===== src/rtl/mem_stage_pkg.sv =====
`default_nettype none
// ============================================================================
// Module   : mem_stage_pkg
// Brief    : Shared op codes, latch widths and FSM encoding for the MEM stage.
// Revision : 1.0 - initial release
// ============================================================================
package mem_stage_pkg;

   localparam int DBITS_DEF     = 32;
   localparam int REGNOBITS_DEF = 5;
   localparam int INSTBITS_DEF  = 32;
   localparam int IOPBITS       = 5;

   localparam int MEM_latch_WIDTH       = INSTBITS_DEF + DBITS_DEF + IOPBITS + DBITS_DEF + REGNOBITS_DEF + 1;
   localparam int from_MEM_to_AGEX_WIDTH = 1 + REGNOBITS_DEF + DBITS_DEF;
   localparam int from_MEM_to_DE_WIDTH   = 1 + REGNOBITS_DEF;

   // Non-memory ops occupy the low codes; memory ops live in 16..23.
   localparam logic [IOPBITS-1:0] NOP_I  = 5'd0;
   localparam logic [IOPBITS-1:0] ADD_I  = 5'd1;
   localparam logic [IOPBITS-1:0] SUB_I  = 5'd2;
   localparam logic [IOPBITS-1:0] AND_I  = 5'd3;
   localparam logic [IOPBITS-1:0] OR_I   = 5'd4;
   localparam logic [IOPBITS-1:0] LB_I   = 5'd16;
   localparam logic [IOPBITS-1:0] LH_I   = 5'd17;
   localparam logic [IOPBITS-1:0] LW_I   = 5'd18;
   localparam logic [IOPBITS-1:0] LBU_I  = 5'd19;
   localparam logic [IOPBITS-1:0] LHU_I  = 5'd20;
   localparam logic [IOPBITS-1:0] SB_I   = 5'd21;
   localparam logic [IOPBITS-1:0] SH_I   = 5'd22;
   localparam logic [IOPBITS-1:0] SW_I   = 5'd23;

   localparam logic [1:0] ST_IDLE    = 2'd0;
   localparam logic [1:0] ST_REQ     = 2'd1;
   localparam logic [1:0] ST_WAIT_RD = 2'd2;

   function automatic logic is_load(input logic [IOPBITS-1:0] op);
      return (op == LB_I) || (op == LH_I) || (op == LW_I) || (op == LBU_I) || (op == LHU_I);
   endfunction

   function automatic logic is_store(input logic [IOPBITS-1:0] op);
      return (op == SB_I) || (op == SH_I) || (op == SW_I);
   endfunction

endpackage
`default_nettype wire


===== src/rtl/mem_stage_load_align.sv =====
`default_nettype none
// ============================================================================
// Module   : mem_load_align
// Brief    : Selects and sign/zero-extends the addressed lane of a load word.
// Revision : 1.0 - initial release
// ============================================================================
module mem_load_align
   import mem_stage_pkg::*;
#(
   parameter int DBITS = 32
) (
   input  logic [DBITS-1:0]   rdata,
   input  logic [1:0]         offset,
   input  logic [IOPBITS-1:0] op,
   output logic [DBITS-1:0]   ldval
);

   logic [7:0]  w_byte;
   logic [15:0] w_half;

   always_comb begin
      case (offset)
         2'd0:    w_byte = rdata[7:0];
         2'd1:    w_byte = rdata[15:8];
         2'd2:    w_byte = rdata[23:16];
         default: w_byte = rdata[31:24];
      endcase
      w_half = offset[1] ? rdata[31:16] : rdata[15:0];

      case (op)
         LB_I:    ldval = {{(DBITS-8){w_byte[7]}}, w_byte};
         LBU_I:   ldval = {{(DBITS-8){1'b0}}, w_byte};
         LH_I:    ldval = {{(DBITS-16){w_half[15]}}, w_half};
         LHU_I:   ldval = {{(DBITS-16){1'b0}}, w_half};
         default: ldval = rdata;
      endcase
   end

endmodule
`default_nettype wire


===== src/rtl/mem_stage.sv =====
`default_nettype none
// ============================================================================
// Module   : mem_stage
// Brief    : MEM pipeline stage: req/gnt/rvalid data port, RV32I sub-word
//            formatting, upstream stall and MEM latch. Optional macro
//            MEM_MISALIGN_CHK_EN adds misaligned-access suppression and a
//            sticky misalign_err output.
// Revision : 1.0 - initial release
// ============================================================================
module mem_stage
   import mem_stage_pkg::*;
#(
   parameter int DBITS     = 32,
   parameter int REGNOBITS = 5,
   parameter int INSTBITS  = 32
) (
   input  logic                                       clk,
   input  logic                                       reset,
   input  logic                                       in_valid,
   input  logic [INSTBITS-1:0]                        in_inst,
   input  logic [DBITS-1:0]                           in_pc,
   input  logic [IOPBITS-1:0]                         in_op,
   input  logic [DBITS-1:0]                           in_aluout,
   input  logic [DBITS-1:0]                           in_stdata,
   input  logic [REGNOBITS-1:0]                       in_rd,
   input  logic                                       in_wr_reg,
   output logic                                       mem_stall,
   output logic                                       dmem_req,
   output logic                                       dmem_we,
   output logic [DBITS-1:0]                           dmem_addr,
   output logic [3:0]                                 dmem_be,
   output logic [DBITS-1:0]                           dmem_wdata,
   input  logic                                       dmem_gnt,
   input  logic                                       dmem_rvalid,
   input  logic [DBITS-1:0]                           dmem_rdata,
`ifdef MEM_MISALIGN_CHK_EN
   output logic                                       misalign_err,
`endif
   output logic [INSTBITS+2*DBITS+IOPBITS+REGNOBITS:0] MEM_latch_out,
   output logic [REGNOBITS+DBITS:0]                   from_MEM_to_AGEX,
   output logic [REGNOBITS:0]                         from_MEM_to_DE
);

   localparam int LATCH_W = INSTBITS + 2*DBITS + IOPBITS + REGNOBITS + 1;

   logic [1:0]         r_state;
   logic [1:0]         w_state_d;
   logic [1:0]         w_cur;
   logic [LATCH_W-1:0] r_latch;
   logic [LATCH_W-1:0] w_latch_d;
   logic [1:0]         w_off;
   logic               w_is_ld;
   logic               w_is_st;
   logic               w_misalign;
   logic               w_mem;
   logic               w_req;
   logic               w_complete;
   logic [DBITS-1:0]   w_ldval;
   logic [DBITS-1:0]   w_wbval;
   logic               w_wr;

   assign w_off   = in_aluout[1:0];
   assign w_is_ld = is_load(in_op);
   assign w_is_st = is_store(in_op);

`ifdef MEM_MISALIGN_CHK_EN
   logic r_misalign_err;

   assign w_misalign = in_valid &&
                       ((((in_op == LH_I) || (in_op == LHU_I) || (in_op == SH_I)) && w_off[0]) ||
                        (((in_op == LW_I) || (in_op == SW_I)) && (w_off != 2'd0)));

   always_ff @(posedge clk or negedge reset) begin
      if (!reset)
         r_misalign_err <= 1'b0;
      else if (w_misalign)
         r_misalign_err <= 1'b1;
   end

   assign misalign_err = r_misalign_err;
`else
   assign w_misalign = 1'b0;
`endif

   assign w_mem = in_valid && (w_is_ld || w_is_st) && !w_misalign;

   // IDLE with a live memory op behaves as REQ in the same cycle.
   always_comb begin
      w_cur = r_state;
      if ((r_state == ST_IDLE) && w_mem)
         w_cur = ST_REQ;
      w_req      = w_mem && (w_cur == ST_REQ);
      w_complete = (w_is_st && w_req && dmem_gnt) ||
                   (w_mem && (r_state == ST_WAIT_RD) && dmem_rvalid);

      w_state_d = ST_IDLE;
      case (w_cur)
         ST_REQ: begin
            if (!w_mem)
               w_state_d = ST_IDLE;
            else if (dmem_gnt)
               w_state_d = w_is_ld ? ST_WAIT_RD : ST_IDLE;
            else
               w_state_d = ST_REQ;
         end
         ST_WAIT_RD: begin
            if (!w_mem || dmem_rvalid)
               w_state_d = ST_IDLE;
            else
               w_state_d = ST_WAIT_RD;
         end
         default: w_state_d = ST_IDLE;
      endcase
   end

   always_ff @(posedge clk or negedge reset) begin
      if (!reset)
         r_state <= ST_IDLE;
      else
         r_state <= w_state_d;
   end

   mem_load_align #(
      .DBITS (DBITS)
   ) u_load_align (
      .rdata  (dmem_rdata),
      .offset (w_off),
      .op     (in_op),
      .ldval  (w_ldval)
   );

   always_comb begin
      w_wbval   = w_is_ld ? w_ldval : in_aluout;
      w_wr      = w_is_st ? 1'b0 : in_wr_reg;
      w_latch_d = '0;
      if (in_valid && !w_misalign && (!(w_is_ld || w_is_st) || w_complete))
         w_latch_d = {in_inst, in_pc, in_op, w_wbval, in_rd, w_wr};
   end

   always_ff @(posedge clk or negedge reset) begin
      if (!reset)
         r_latch <= '0;
      else
         r_latch <= w_latch_d;
   end

   // Store lane steering; bits above the lane are replicated copies.
   always_comb begin
      dmem_be    = 4'b1111;
      dmem_wdata = in_stdata;
      case (in_op)
         SB_I: begin
            dmem_be    = 4'b0001 << w_off;
            dmem_wdata = {(DBITS/8){in_stdata[7:0]}};
         end
         SH_I: begin
            dmem_be    = 4'b0011 << {w_off[1], 1'b0};
            dmem_wdata = {(DBITS/16){in_stdata[15:0]}};
         end
         default: begin
            dmem_be    = 4'b1111;
            dmem_wdata = in_stdata;
         end
      endcase
   end

   assign dmem_addr = {in_aluout[DBITS-1:2], 2'b00};
   assign dmem_req  = reset && w_req;
   assign dmem_we   = reset && w_req && w_is_st;
   assign mem_stall = reset && w_mem && !w_complete;

   assign MEM_latch_out    = r_latch;
   assign from_MEM_to_AGEX = {r_latch[0], r_latch[REGNOBITS:1], r_latch[REGNOBITS+DBITS:REGNOBITS+1]};
   assign from_MEM_to_DE   = {r_latch[0], r_latch[REGNOBITS:1]};

endmodule
`default_nettype wire


===== config.mk =====
export PLATFORM = sky130hd
export DESIGN_NAME = mem_stage
export DESIGN_NICKNAME = d
export VERILOG_FILES = /design/src/rtl/mem_stage_pkg.sv /design/src/rtl/mem_stage_load_align.sv /design/src/rtl/mem_stage.sv
export SDC_FILE = /design/constraint.sdc
export NUM_CORES = 1
export LEC_CHECK = 0
export CORE_AREA = 5 5 153 155
export DETAILED_ROUTE_END_ITERATION = 16
export DIE_AREA = 0 0 158 160
export PLACE_DENSITY = 0.72
export SETUP_SLACK_MARGIN = 0.1
export SYNTH_ARGS = -nofsm -noshare
export SYNTH_HDL_FRONTEND = slang
export SYNTH_SLANG_ARGS = --single-unit

===== constraint.sdc =====
create_clock -name clk -period 2.95 [get_ports clk]
set_input_delay 0.59 -clock clk [delete_from_list [all_inputs] [get_ports clk]]
set_output_delay 0.59 -clock clk [all_outputs]
set_load 0.01 [all_outputs]

==> reports/metrics.cfg <==
[global_route]
grt_overflow = 0
grt_pass1_vias = 5796
grtUsageTotal = 0.185
grt_max_degree = 75
antenna_found_initial = 1
grt_pass1_wl_mm = 35.5

[layout]
drive_above_1_share = 0.108
n_fill_cell = 2042
finish.utilization = 0.459
nets = 1057
design_area_um2 = 9950
n_antenna_cell = 0
seqCellArea_um2 = 2730
stdcell_count = 1166
multi_input_area_um2 = 2240
syn2layout_area_growth_pct = 72.7

[cts]
clock_sinks = 109
numCtsBuffers = 9
cts_tree = built
clock_path_buffers = 2
cts_root_buf = clkbuf_16
cts-htree-levels = 3
path_clk_slew_ns = 0.08
clock_latency_ns = 0.35

[setup_path]
path_class = input pin to output port
critical_path_required_ns = 2.36
cp_common_cell = clkdlybuf4s50_1
crit_chain = clkdlybuf4s50_1, nand2_1, buf_4, nor3_1, clkdlybuf4s50_1
cpPeakStageDelay_ns = 0.59
cp_max_fo = 3
critPathLaunchType = input pin
critPathBufInv = 3
critPathCaptureType = output port
crit_slowest_cell = clkdlybuf4s50_1
worst_path_dominant_cell_family = buffers and inverters
arrival_ns = 2.07

[yosys]
yosysWarnings = 0
yosys.area_share.simple = 0.138
synthTopCellsByArea = dfrtp_1, buf_4, and2_1
synth.area.mux_share = 0.0682
synth.top_cell.area_share = 0.473
synth_fa_ha_area_frac = 0
synth_seq_cells = 109
yosysMostFrequentCell = dfrtp_1
synth_cell_type_count = 50
synth_top_family_by_area = compound AO/OA/AOI/OAI gates
yosysSeqAreaShare = 0.473
synth_compound_area_frac = 0.172
synth_edf_count = 0
yosys-top-cells-count = dfrtp_1, buf_4, and2_1
syn_avg_cell_area_um2 = 10.4
synthCells = 555
synth_area_leader_cell = dfrtp_1
synth-xor-area-share = 0.00152
synthArstFlopShare = 1.00
synth_ff_type = dfrtp_1
netlist_area_um2 = 5760

[placement]
dp_slack_ns = -0.170
place_hpwl_mm = 20.0
gp_congestion = 0.807
port_buffers = 395
post_dp_cell_area_um2 = 9600
dp_cells = 1145

[routing]
wl_per_cell_um = 20.8
drtIter0Drc = 204
firstDrtPassIters = 5
wirelength_mm = 24.2
drc = 0
vias_per_cell = 4.66
ant_nets = 0
num_vias = 5432

[power_and_ir_drop]
ir_drop_mv = 0.255
total_power_mw = 3.93
powerDensity_nw_per_um2 = 395
p_leak_nw = 4.24

[run]
max_cap_viol_count = 0

[timing]
fmax_mhz = 375
finalCritPeriodShare = 0.903
setup_tns_ns = 0
slew_violations = 0
finalSetupViolCount = 0
setup_ws_ns = 0.286
hold_viol_final = 0
fin_crit_ns = 2.66
maxSlewHeadroom = 0.301
rsz0062_at_grt = false
clock_skew_ns = 0.0123
tightest_slew_ns = 1.04
whs_ns = 0.0197

[hold_path]
min_path_type = input pin to async pin

[die]
fp.dieW_um = 158
start_util = 0.266
dieArea_um2 = 25300
boundaryPins = 398
coreArea_um2 = 21700
die_h_um = 160
rows = 54

[outcome]
run_status = completed

state kept, by name, summed over array words and instances, names as in the netlist:
signal / flops
r_state: 2
MEM_latch_out: 107
layout by cell type (no fill, tap or decap), types with 3 or more instances in the layout:
cell             netlist  routed
a221o_1                3       3
buf_12                 0       3
a22oi_1               12      12
nor2b_1                5       4
nor2_1                15      14
clkdlybuf4s15_1        0       7
dlymetal6s2s_1         0       3
o22ai_1                3       3
mux2i_1               10      10
o21bai_1              17      17
clkbuf_16              0       9
o211ai_1              16      16
o221ai_1               7       7
and2_1                73      73
nand3b_1               3       3
dlygate4sd2_1          0      22
a21oi_1               23      22
nand2_1               22      22
buf_6                  0       5
mux2_2                16      14
buf_4                 86      36
a211oi_1              11      11
dfrtp_1              109     109
o21ai_0               23      23
nor3_1                 7       7
o221a_1                3       3
a41oi_1                3       3
o22a_1                 3       3
clkdlybuf4s50_1        0     359
inv_6                  0       4
inv_1                 12      12
mux4_2                 5       5
a21o_1                 7       7
power breakdown:
| part | switching (mW) | leakage (nW) | internal (mW) | total, mW |
|---|---|---|---|---|
| Combinational | 0.452 | 2.66 | 0.629 | 1.08 |
| Clock | 0.609 | 0.149 | 0.624 | 1.23 |
| Sequential | 0.0413 | 1.43 | 1.58 | 1.62 |
| Total | 1.10 | 4.24 | 2.83 | 3.93 |
cell type report:
| type | count | share of cell area |
|---|---|---|
| clock buffers | 10 | 0.0240 |
| clock inverters | 6 | 0.00629 |
| inverters | 12 | 0.00453 |
| multi-input cells | 313 | 0.225 |
| flip-flops and latches | 109 | 0.274 |
| well taps | 280 | 0.0352 |
| repair buffers | 436 | 0.431 |
metal layers:
layer,part of all wire,GRT usage
met1,0.35,0.199
met4,0.014,0.0364
met2,0.54,0.352
met5,0.00045,0
met3,0.097,0.0563
cells by family after synthesis:
family          count (synthesis)
flops                         109
other cells                     1
simple gates                  139
compound gates                140
xor+xnor                        1
buf+inv                       134
mux                            31
final timing paths:
kind / start / end / slack [ns] / cells after the start
worst max register to register: r_state[1] / MEM_latch_out[12] / 1.22 / 5
max in group asynchronous: reset / MEM_latch_out[84] / 1.34 / 3
worst min-delay path: reset / r_state[0] / 0.02 / 1
min in group clk: r_state[0] / r_state[1] / 0.54 / 3
worst min register to register: r_state[0] / r_state[1] / 0.54 / 3
worst max-delay path: in_valid / dmem_req / 0.29 / 5
repair_timing:
| item | CTS | global route |
|---|---|---|
| setup endpoints to repair | 31 | 30 |
| resized for setup | 59 | 4 |
| setup buffers | 5 | 0 |
| hold buffers | 0 | 0 |
| gates cloned | 1 | 0 |
| pin swaps | 2 | 0 |
Power figures use the tool's default switching activity.
